===== src/rtl/hub75_scan_sequencer.sv =====
// HUB75 scan timing master: walks the read-side framebuffer column/row/bit-plane,
// drives panel clk/latch/oe/addr with binary-coded-modulation on-times, and swaps buffers at frame ends.
module hub75_scan_sequencer #(
   parameter int COLUMNS      = 64,
   parameter int ROW_BITS     = 4,
   parameter int BITS_PER_RGB = 2,
   parameter int OE_BASE      = 4
) (
   input  logic                                                   clk,
   input  logic                                                   n_reset,
   input  logic                                                   enable,
   input  logic                                                   swap_req,
   output logic [$clog2(COLUMNS)-1:0]                             rd_col,
   output logic [ROW_BITS-1:0]                                    rd_row,
   output logic [((BITS_PER_RGB > 1) ? $clog2(BITS_PER_RGB) : 1)-1:0] rd_plane,
   output logic                                                   read_buffer,
   output logic                                                   swap_ack,
   output logic                                                   frame_done,
   output logic                                                   hub75_clk,
   output logic                                                   hub75_latch,
   output logic                                                   hub75_oe,
   output logic [ROW_BITS-1:0]                                    hub75_addr
);

   localparam int COL_W     = $clog2(COLUMNS);
   localparam int PLANE_W   = (BITS_PER_RGB > 1) ? $clog2(BITS_PER_RGB) : 1;
   localparam int SHIFT_LEN = 2 * COLUMNS + 1;
   localparam int OE_MAX    = OE_BASE << (BITS_PER_RGB - 1);
   localparam int CNT_MAX   = (SHIFT_LEN > OE_MAX) ? SHIFT_LEN : OE_MAX;
   localparam int CNT_W     = $clog2(CNT_MAX + 1);

   localparam logic [CNT_W-1:0]    SHIFT_LAST = CNT_W'(2 * COLUMNS);
   localparam logic [PLANE_W-1:0]  PLANE_LAST = PLANE_W'(BITS_PER_RGB - 1);
   localparam logic [ROW_BITS-1:0] ROW_LAST   = '1;

   typedef enum logic [2:0] {
      S_IDLE,
      S_SHIFT,
      S_BLANK,
      S_LATCH,
      S_DISPLAY
   } state_t;

   state_t               state_q, state_d;
   logic [CNT_W-1:0]     cnt_q, cnt_d;
   logic [COL_W-1:0]     rd_col_q, rd_col_d;
   logic [ROW_BITS-1:0]  rd_row_q, rd_row_d;
   logic [PLANE_W-1:0]   rd_plane_q, rd_plane_d;
   logic                 read_buffer_q, read_buffer_d;
   logic                 frame_done_q, frame_done_d;
   logic                 hub75_clk_q, hub75_clk_d;
   logic                 hub75_latch_q, hub75_latch_d;
   logic                 hub75_oe_q, hub75_oe_d;
   logic [ROW_BITS-1:0]  hub75_addr_q, hub75_addr_d;
   logic [CNT_W-1:0]     disp_last;

   // Plane p stays lit for OE_BASE << p cycles.
   assign disp_last = (CNT_W'(OE_BASE) << rd_plane_q) - CNT_W'(1);

   always_comb begin
      // NOTE: every signal gets a default first so no path through the case infers a latch.
      state_d       = state_q;
      cnt_d         = cnt_q;
      rd_col_d      = rd_col_q;
      rd_row_d      = rd_row_q;
      rd_plane_d    = rd_plane_q;
      read_buffer_d = read_buffer_q;
      hub75_addr_d  = hub75_addr_q;

      case (state_q)
         S_IDLE: begin
            if (enable) begin
               state_d = S_SHIFT;
               cnt_d   = '0;
            end
         end
         S_SHIFT: begin
            if (cnt_q == SHIFT_LAST) begin
               state_d      = S_BLANK;
               cnt_d        = '0;
               hub75_addr_d = rd_row_q;
            end else begin
               cnt_d = cnt_q + CNT_W'(1);
            end
         end
         S_BLANK: state_d = S_LATCH;
         S_LATCH: begin
            state_d = S_DISPLAY;
            cnt_d   = '0;
         end
         S_DISPLAY: begin
            if (cnt_q == disp_last) begin
               cnt_d   = '0;
               state_d = enable ? S_SHIFT : S_IDLE;
               if (rd_plane_q == PLANE_LAST) begin
                  rd_plane_d = '0;
                  rd_row_d   = rd_row_q + ROW_BITS'(1);
               end else begin
                  rd_plane_d = rd_plane_q + PLANE_W'(1);
               end
            end else begin
               cnt_d = cnt_q + CNT_W'(1);
            end
         end
         default: state_d = S_IDLE;
      endcase

      // Outputs are derived from the next state so each register shows the phase it belongs to.
      if (state_d == S_SHIFT && cnt_d < SHIFT_LAST && !cnt_d[0])
         rd_col_d = cnt_d[COL_W:1];
      hub75_clk_d   = (state_d == S_SHIFT) && !cnt_d[0] && (cnt_d != '0);
      hub75_latch_d = (state_d == S_LATCH);
      hub75_oe_d    = (state_d != S_DISPLAY);
      frame_done_d  = (state_d == S_DISPLAY) && (cnt_d == disp_last) &&
                      (rd_row_q == ROW_LAST) && (rd_plane_q == PLANE_LAST);

      if (frame_done_q && swap_req)
         read_buffer_d = !read_buffer_q;
   end

   // NOTE: sequential state uses non-blocking assignments so all flops update together at the edge.
   always_ff @(posedge clk or negedge n_reset) begin
      if (!n_reset) begin
         state_q       <= S_IDLE;
         cnt_q         <= '0;
         rd_col_q      <= '0;
         rd_row_q      <= '0;
         rd_plane_q    <= '0;
         read_buffer_q <= 1'b0;
         frame_done_q  <= 1'b0;
         hub75_clk_q   <= 1'b0;
         hub75_latch_q <= 1'b0;
         hub75_oe_q    <= 1'b1;
         hub75_addr_q  <= '0;
      end else begin
         state_q       <= state_d;
         cnt_q         <= cnt_d;
         rd_col_q      <= rd_col_d;
         rd_row_q      <= rd_row_d;
         rd_plane_q    <= rd_plane_d;
         read_buffer_q <= read_buffer_d;
         frame_done_q  <= frame_done_d;
         hub75_clk_q   <= hub75_clk_d;
         hub75_latch_q <= hub75_latch_d;
         hub75_oe_q    <= hub75_oe_d;
         hub75_addr_q  <= hub75_addr_d;
      end
   end

   assign rd_col      = rd_col_q;
   assign rd_row      = rd_row_q;
   assign rd_plane    = rd_plane_q;
   assign read_buffer = read_buffer_q;
   assign frame_done  = frame_done_q;
   assign hub75_clk   = hub75_clk_q;
   assign hub75_latch = hub75_latch_q;
   assign hub75_oe    = hub75_oe_q;
   assign hub75_addr  = hub75_addr_q;
   // The ack reflects swap_req in the frame_done cycle itself, matching the edge that toggles read_buffer.
   assign swap_ack    = frame_done_q & swap_req;

endmodule


===== config.mk =====
export PLATFORM = sky130hd
export DESIGN_NAME = hub75_scan_sequencer
export DESIGN_NICKNAME = d
export VERILOG_FILES = /design/src/rtl/hub75_scan_sequencer.sv
export SDC_FILE = /design/constraint.sdc
export NUM_CORES = 1
export LEC_CHECK = 0
export ABC_AREA = 1
export BUFFER_PORTS_ARGS = -buffer_cell sky130_fd_sc_hd__buf_4
export CAP_MARGIN = 20
export CORE_MARGIN = 3
export CORE_UTILIZATION = 60
export CTS_CLUSTER_SIZE = 10
export DETAILED_ROUTE_END_ITERATION = 7
export PLACE_DENSITY = 0.9
export SYNTH_ARGS = -nofsm -noshare
export SYNTH_HDL_FRONTEND = slang
export SYNTH_SLANG_ARGS = --single-unit

===== constraint.sdc =====
create_clock -name clk -period 4.4 [get_ports clk]
set_input_delay 0.22 -clock clk [delete_from_list [all_inputs] [get_ports clk]]
set_output_delay 0.22 -clock clk [all_outputs]
set_load 0.01 [all_outputs]

After elaboration in Yosys (flattened, before gate mapping) --
Cells that the tools add are included.
Storage, ports and cells: output and inout bits 21, memories kept 0, latch bits 0, input bits 4, flip-flop bits (word level) 31, RAM bits 0, ROM bits 0, logic and storage cells 55
Cells by class: muxes and demuxes 10, reductions and logical operators 15, shifts and indexed selects 1, $add $sub $neg 4, bitwise gates (word level) 1, equal/unequal tests 12, $mul 0, order comparisons 1, div/mod/pow operators 0
Operator list (count):
- $pmux W8 S4 | 1
- $mux W8 | 3
- $eq A8 B8 Y1 | 2
- $pmux W3 S5 | 1
- $eq A3 B2 Y1 const B | 3
- $mux W3 | 3
- $add A8 B1 Y8 const B | 1
- $eq A8 B8 Y1 const B | 1
- $logic_and A1 B1 Y1 | 8
- $lt A8 B8 Y1 const B | 1
- $reduce_bool A8 Y1 | 1
- $shl A3 B1 Y8 const A | 1
- $sub A8 B2 Y8 const B | 1
- $eq A3 B1 Y1 const B | 2
- $eq A3 B3 Y1 const B | 2
- $add A4 B1 Y4 const B | 1
- $eq A4 B4 Y1 const B | 1
- $reduce_and A2 Y1 | 2
- $logic_not A3 Y1 | 1
- $ne A3 B3 Y1 const B | 1
- $reduce_and A3 Y1 | 1
- $logic_not A1 Y1 | 2
- $mux W1 | 2
- $add A1 B1 Y1 const B | 1
- $and A1 B1 Y1 | 1

Depth between registers and ports, before layout --
depth after elaboration 9, mapped depth 13

Worst setup path after synthesis --
Ideal clock, no wire load.
path type flip-flop to flip-flop, start point register cnt_q[0], end point register rd_col_q[0], in the netlist rd_col[0], setup time 0.117 ns, path slack 2.802 ns, arrival 1.481 ns, stages on the path, launching flop included 14, cells stage by stage dfrtp_1 > inv_1 > ha_1 > inv_1 > nor2_1 > nand2_1 > nand3_1 > nand2_2 > nand2_2 > nand2_4 > nor2_4 > nand2_4 > nand2_1 > nand2_1
Between the ends: word-level cells in the longest chain between the ends 6
Ends and longest elaborated chain:
- start, declared | RTL line 45 | logic [CNT_W-1:0] cnt_q, cnt_d;
- start signal, assigned | RTL line 137 | cnt_q <= cnt_d;
- $add A8 B1 Y8 (tied with other cells) | RTL line 83, 102
- $mux W8 (on tied branches) | RTL line 92, 78
- $pmux W8 S4 (*) | RTL line 70 | case (state_q)
- named net cnt_d[0] | RTL line 45
- $lt A8 B8 Y1 | RTL line 109 | if (state_d == S_SHIFT && cnt_d < SHIFT_LAST && !cnt_d[0])
- $logic_and A1 B1 Y1 | RTL line 109
- $logic_and A1 B1 Y1 (*) | RTL line 109
- end signal, assigned | RTL line 138 | rd_col_q <= rd_col_d;
- end, declared | RTL line 46 | logic [COL_W-1:0] rd_col_q, rd_col_d;
Mark *: on every way through the listed nets, which the timed path passes. The rest lies on a longest branch. A chain may end at the register's enable or synchronous reset.

Worst setup path after layout --
Same ends and word-level chain as after synthesis.

==> results.sh <==
export IMPL_avgViaCountPerCell=5.27
export IMPL_hold_path_cell_count=3
export IMPL_initial_core_util_pct=64.6
export IMPL_synth_area_per_cell_um2=7.87
export IMPL_syn_inst=209
export IMPL_cts_tree="done"
export IMPL_grt_use_met2_pct=33.0
export IMPL_total_power_mw=0.479
export IMPL_numCtsBuffers=5
export IMPL_r2r_start="cnt_q[0]"
export IMPL_num_rows=18
export IMPL_clk_pin_slew_worst_paths_ns=0.09
export IMPL_relSlewSlack_pct=62.5
export IMPL_seq_area_frac_synth_pct=47.3
export IMPL_final_hold_viol_count=0
export IMPL_worst_hold_slack_ns=0.176
export IMPL_antenna_found_initial=0
export IMPL_cts_root_buf="clkbuf_4"
export IMPL_final_util_pct=76.3
export IMPL_hpwl_um=2570
export IMPL_clock_path_buffers=2
export IMPL_area_delta_synth_final_pct=18.0
export IMPL_grt_pass1_wl_um=5790
export IMPL_grt_overflow=0
export IMPL_fp_dieW_um=58.3
export IMPL_wl_per_cell_um=12.6
export IMPL_synth_seq_cells=31
export IMPL_grtUsageMet1_pct=32.2
export IMPL_clk_latency_ns=0.33
export IMPL_drt_iter0_markers=82
export IMPL_synthDistinctLibCells=25
export IMPL_drive_gt1_share_pct=21.9
export IMPL_die_h_um=58.3
export IMPL_whs_endpoint="state_q[0]"
export IMPL_layout_min_cycle_time_ns=1.83
export IMPL_synth_fp_nets=216
export IMPL_post_cts_buffers=0
export IMPL_grt_max_degree=32
export IMPL_p_leak_nw=0.995
export IMPL_cts_sinks=31
export IMPL_period_share_pct=41.6
export IMPL_crit_arrival_ns=2.05
export IMPL_critPathMaxFanout=8
export IMPL_dr_pass1_iters=5
export IMPL_timing_rr_end="rd_col[0]"
export IMPL_grt_util_met3_pct=5.48
export IMPL_top_usage_layer="met2"
export IMPL_fillers=175
export IMPL_p_per_area_mw_per_mm2=247
export IMPL_cts_resized=0
export IMPL_critPathLaunchType="flop"
export IMPL_yosysWarningCount=0
export IMPL_ir_drop_mv=0.315
export IMPL_nets=248
export IMPL_clock_skew_ns=0.00795
export IMPL_netlist_area_mm2=0.00164
export IMPL_reg2reg_depth=13
export IMPL_max_cap_violations=0
export IMPL_outcome="finished, final reports clean"
export IMPL_wl_um=3430
export IMPL_ios=25
export IMPL_grt_pass1_vias=1313
export IMPL_tightest_slew_ns=0.558
export IMPL_final_common_cell="nand2_1"
export IMPL_final_setup_tns_ns=0
export IMPL_rsz0062_at_grt="false"
export IMPL_hp_class="in -> reg"
export IMPL_die_area_mm2=0.00340
export IMPL_setup_viol=0
export IMPL_drc=0
export IMPL_place_congestion=0.908
export IMPL_ant_nets=0
export IMPL_min_from="enable"
export IMPL_crit_required_ns=4.62
export IMPL_antenna_cells=0
export IMPL_numPortBuffers=24
export IMPL_core_area_mm2=0.00254
export IMPL_regToRegSetupSlack_ns=2.57
export IMPL_cp_end_kind="flop"
export IMPL_final_cell_mix="59 x nand2_1, 30 x dfrtp_1, 28 x inv_1, 24 x buf_4, 23 x nor2_1"
export IMPL_fmaxAchievable_mhz=547
export IMPL_vias=1433
export IMPL_track_usage_pct=22.7
export IMPL_htreeDepth=2
export IMPL_critPathKind="reg -> reg"
export IMPL_ctsHoldBuffers=1
export IMPL_drv_slew=0
-- metrics by stage --
| step | cells | setup slack (ns) | area [um^2] |
|---|---|---|---|
| after global placement | 263 | 2.63 | 1860 |
| after CTS | 272 | 2.57 | 1940 |
| after global routing | 272 | 2.38 | 1940 |
| after detailed placement | 263 | 2.59 | 1860 |
| after floorplan | 209 | 2.80 | 1640 |
| final | 272 | 2.57 | 1940 |
-- how the worst max path moves through the flow --
| stage | startpoint | end |
|---|---|---|
| global route | cnt_q[0] | rd_col[0] |
| finish | cnt_q[0] | rd_col[0] |
| detailed placement | cnt_q[0] | rd_col[0] |
| CTS | cnt_q[0] | rd_col[0] |
| floorplan | cnt_q[0] | rd_col[0] |
| global placement | cnt_q[0] | rd_col[1] |
-- layer usage --
| metal | vias to the layer above | wire (um) |
|---|---|---|
| met1 | 659 | 1590 |
| met5 | - | 0 |
| met2 | 42 | 1590 |
| met4 | 0 | 93 |
| met3 | 10 | 154 |
| li1 | 722 | - |
-- sequential cells by signal, indices dropped and copies added (netlist names) --
signal       cells
cnt_q            8
rd_col           6
hub75_addr       4
rd_row           4
state_q          3
frame_done       1
hub75_clk        1
hub75_latch      1
hub75_oe         1
rd_plane         1
read_buffer      1
-- worst max-delay path, cell delays in order (launching register included) --
cell and delay [ns]:
dfrtp_1 0.42, inv_1 0.12, ha_1 0.18, inv_1 0.04
nor2_1 0.09, nand2_1 0.08, nand3_1 0.08, nand2_2 0.11
nand2_2 0.09, nand2_4 0.06, nor2_4 0.21, nand2_4 0.09
nand2_1 0.07, nand2_1 0.06
-- cell type report --
class	instances	area, um^2	area share (%)
clock buffers	8	68.8	3.55
flip-flops and latches	31	777	40.0
inverters	32	120	6.19
repair buffers	25	190	9.80
well taps	30	37.5	1.93
multi-input cells	146	747	38.5
-- cells in the mapped netlist --
library cell	instances	share of area, %
ha_1	3	2.3
xnor2_1	1	0.53
o21ai_2	2	1.1
a21oi_1	3	0.91
nor4_2	1	0.76
nor2_1	23	5.3
nand3_2	2	1.2
xor2_1	3	1.6
dfrtp_1	30	46
nor3_4	1	0.99
dfstp_2	1	1.6
nand4_1	4	1.5
nand2_4	3	2.1
nor4_1	1	0.38
nand2_2	5	1.9
o21ai_0	8	2.4
inv_1	28	6.4
nand3b_1	1	0.46
nor2_4	1	0.68
nand2_1	59	13
nand3_1	20	6.1
inv_2	4	0.91
o31ai_1	1	0.46
nor2_2	2	0.76
nor3_1	2	0.61
-- power breakdown --
part           internal (mW)  switching [mW]  total (mW)
Clock                 0.0939          0.0913       0.185
Combinational        0.00240         0.00631     0.00871
Sequential             0.285               0       0.285
Total                  0.381          0.0976       0.479
-- cells by family after synthesis --
family,Yosys count,synth area share (%)
AO/OA/AOI/OAI,14,4.87
XOR/XNOR,4,2.13
flip-flops,31,47.3
buffers and inverters,32,7.31
adder cells (fa/ha/maj),3,2.28
AND/OR/NAND/NOR,125,36.1
No activity file was read; power rests on OpenSTA's default activity.
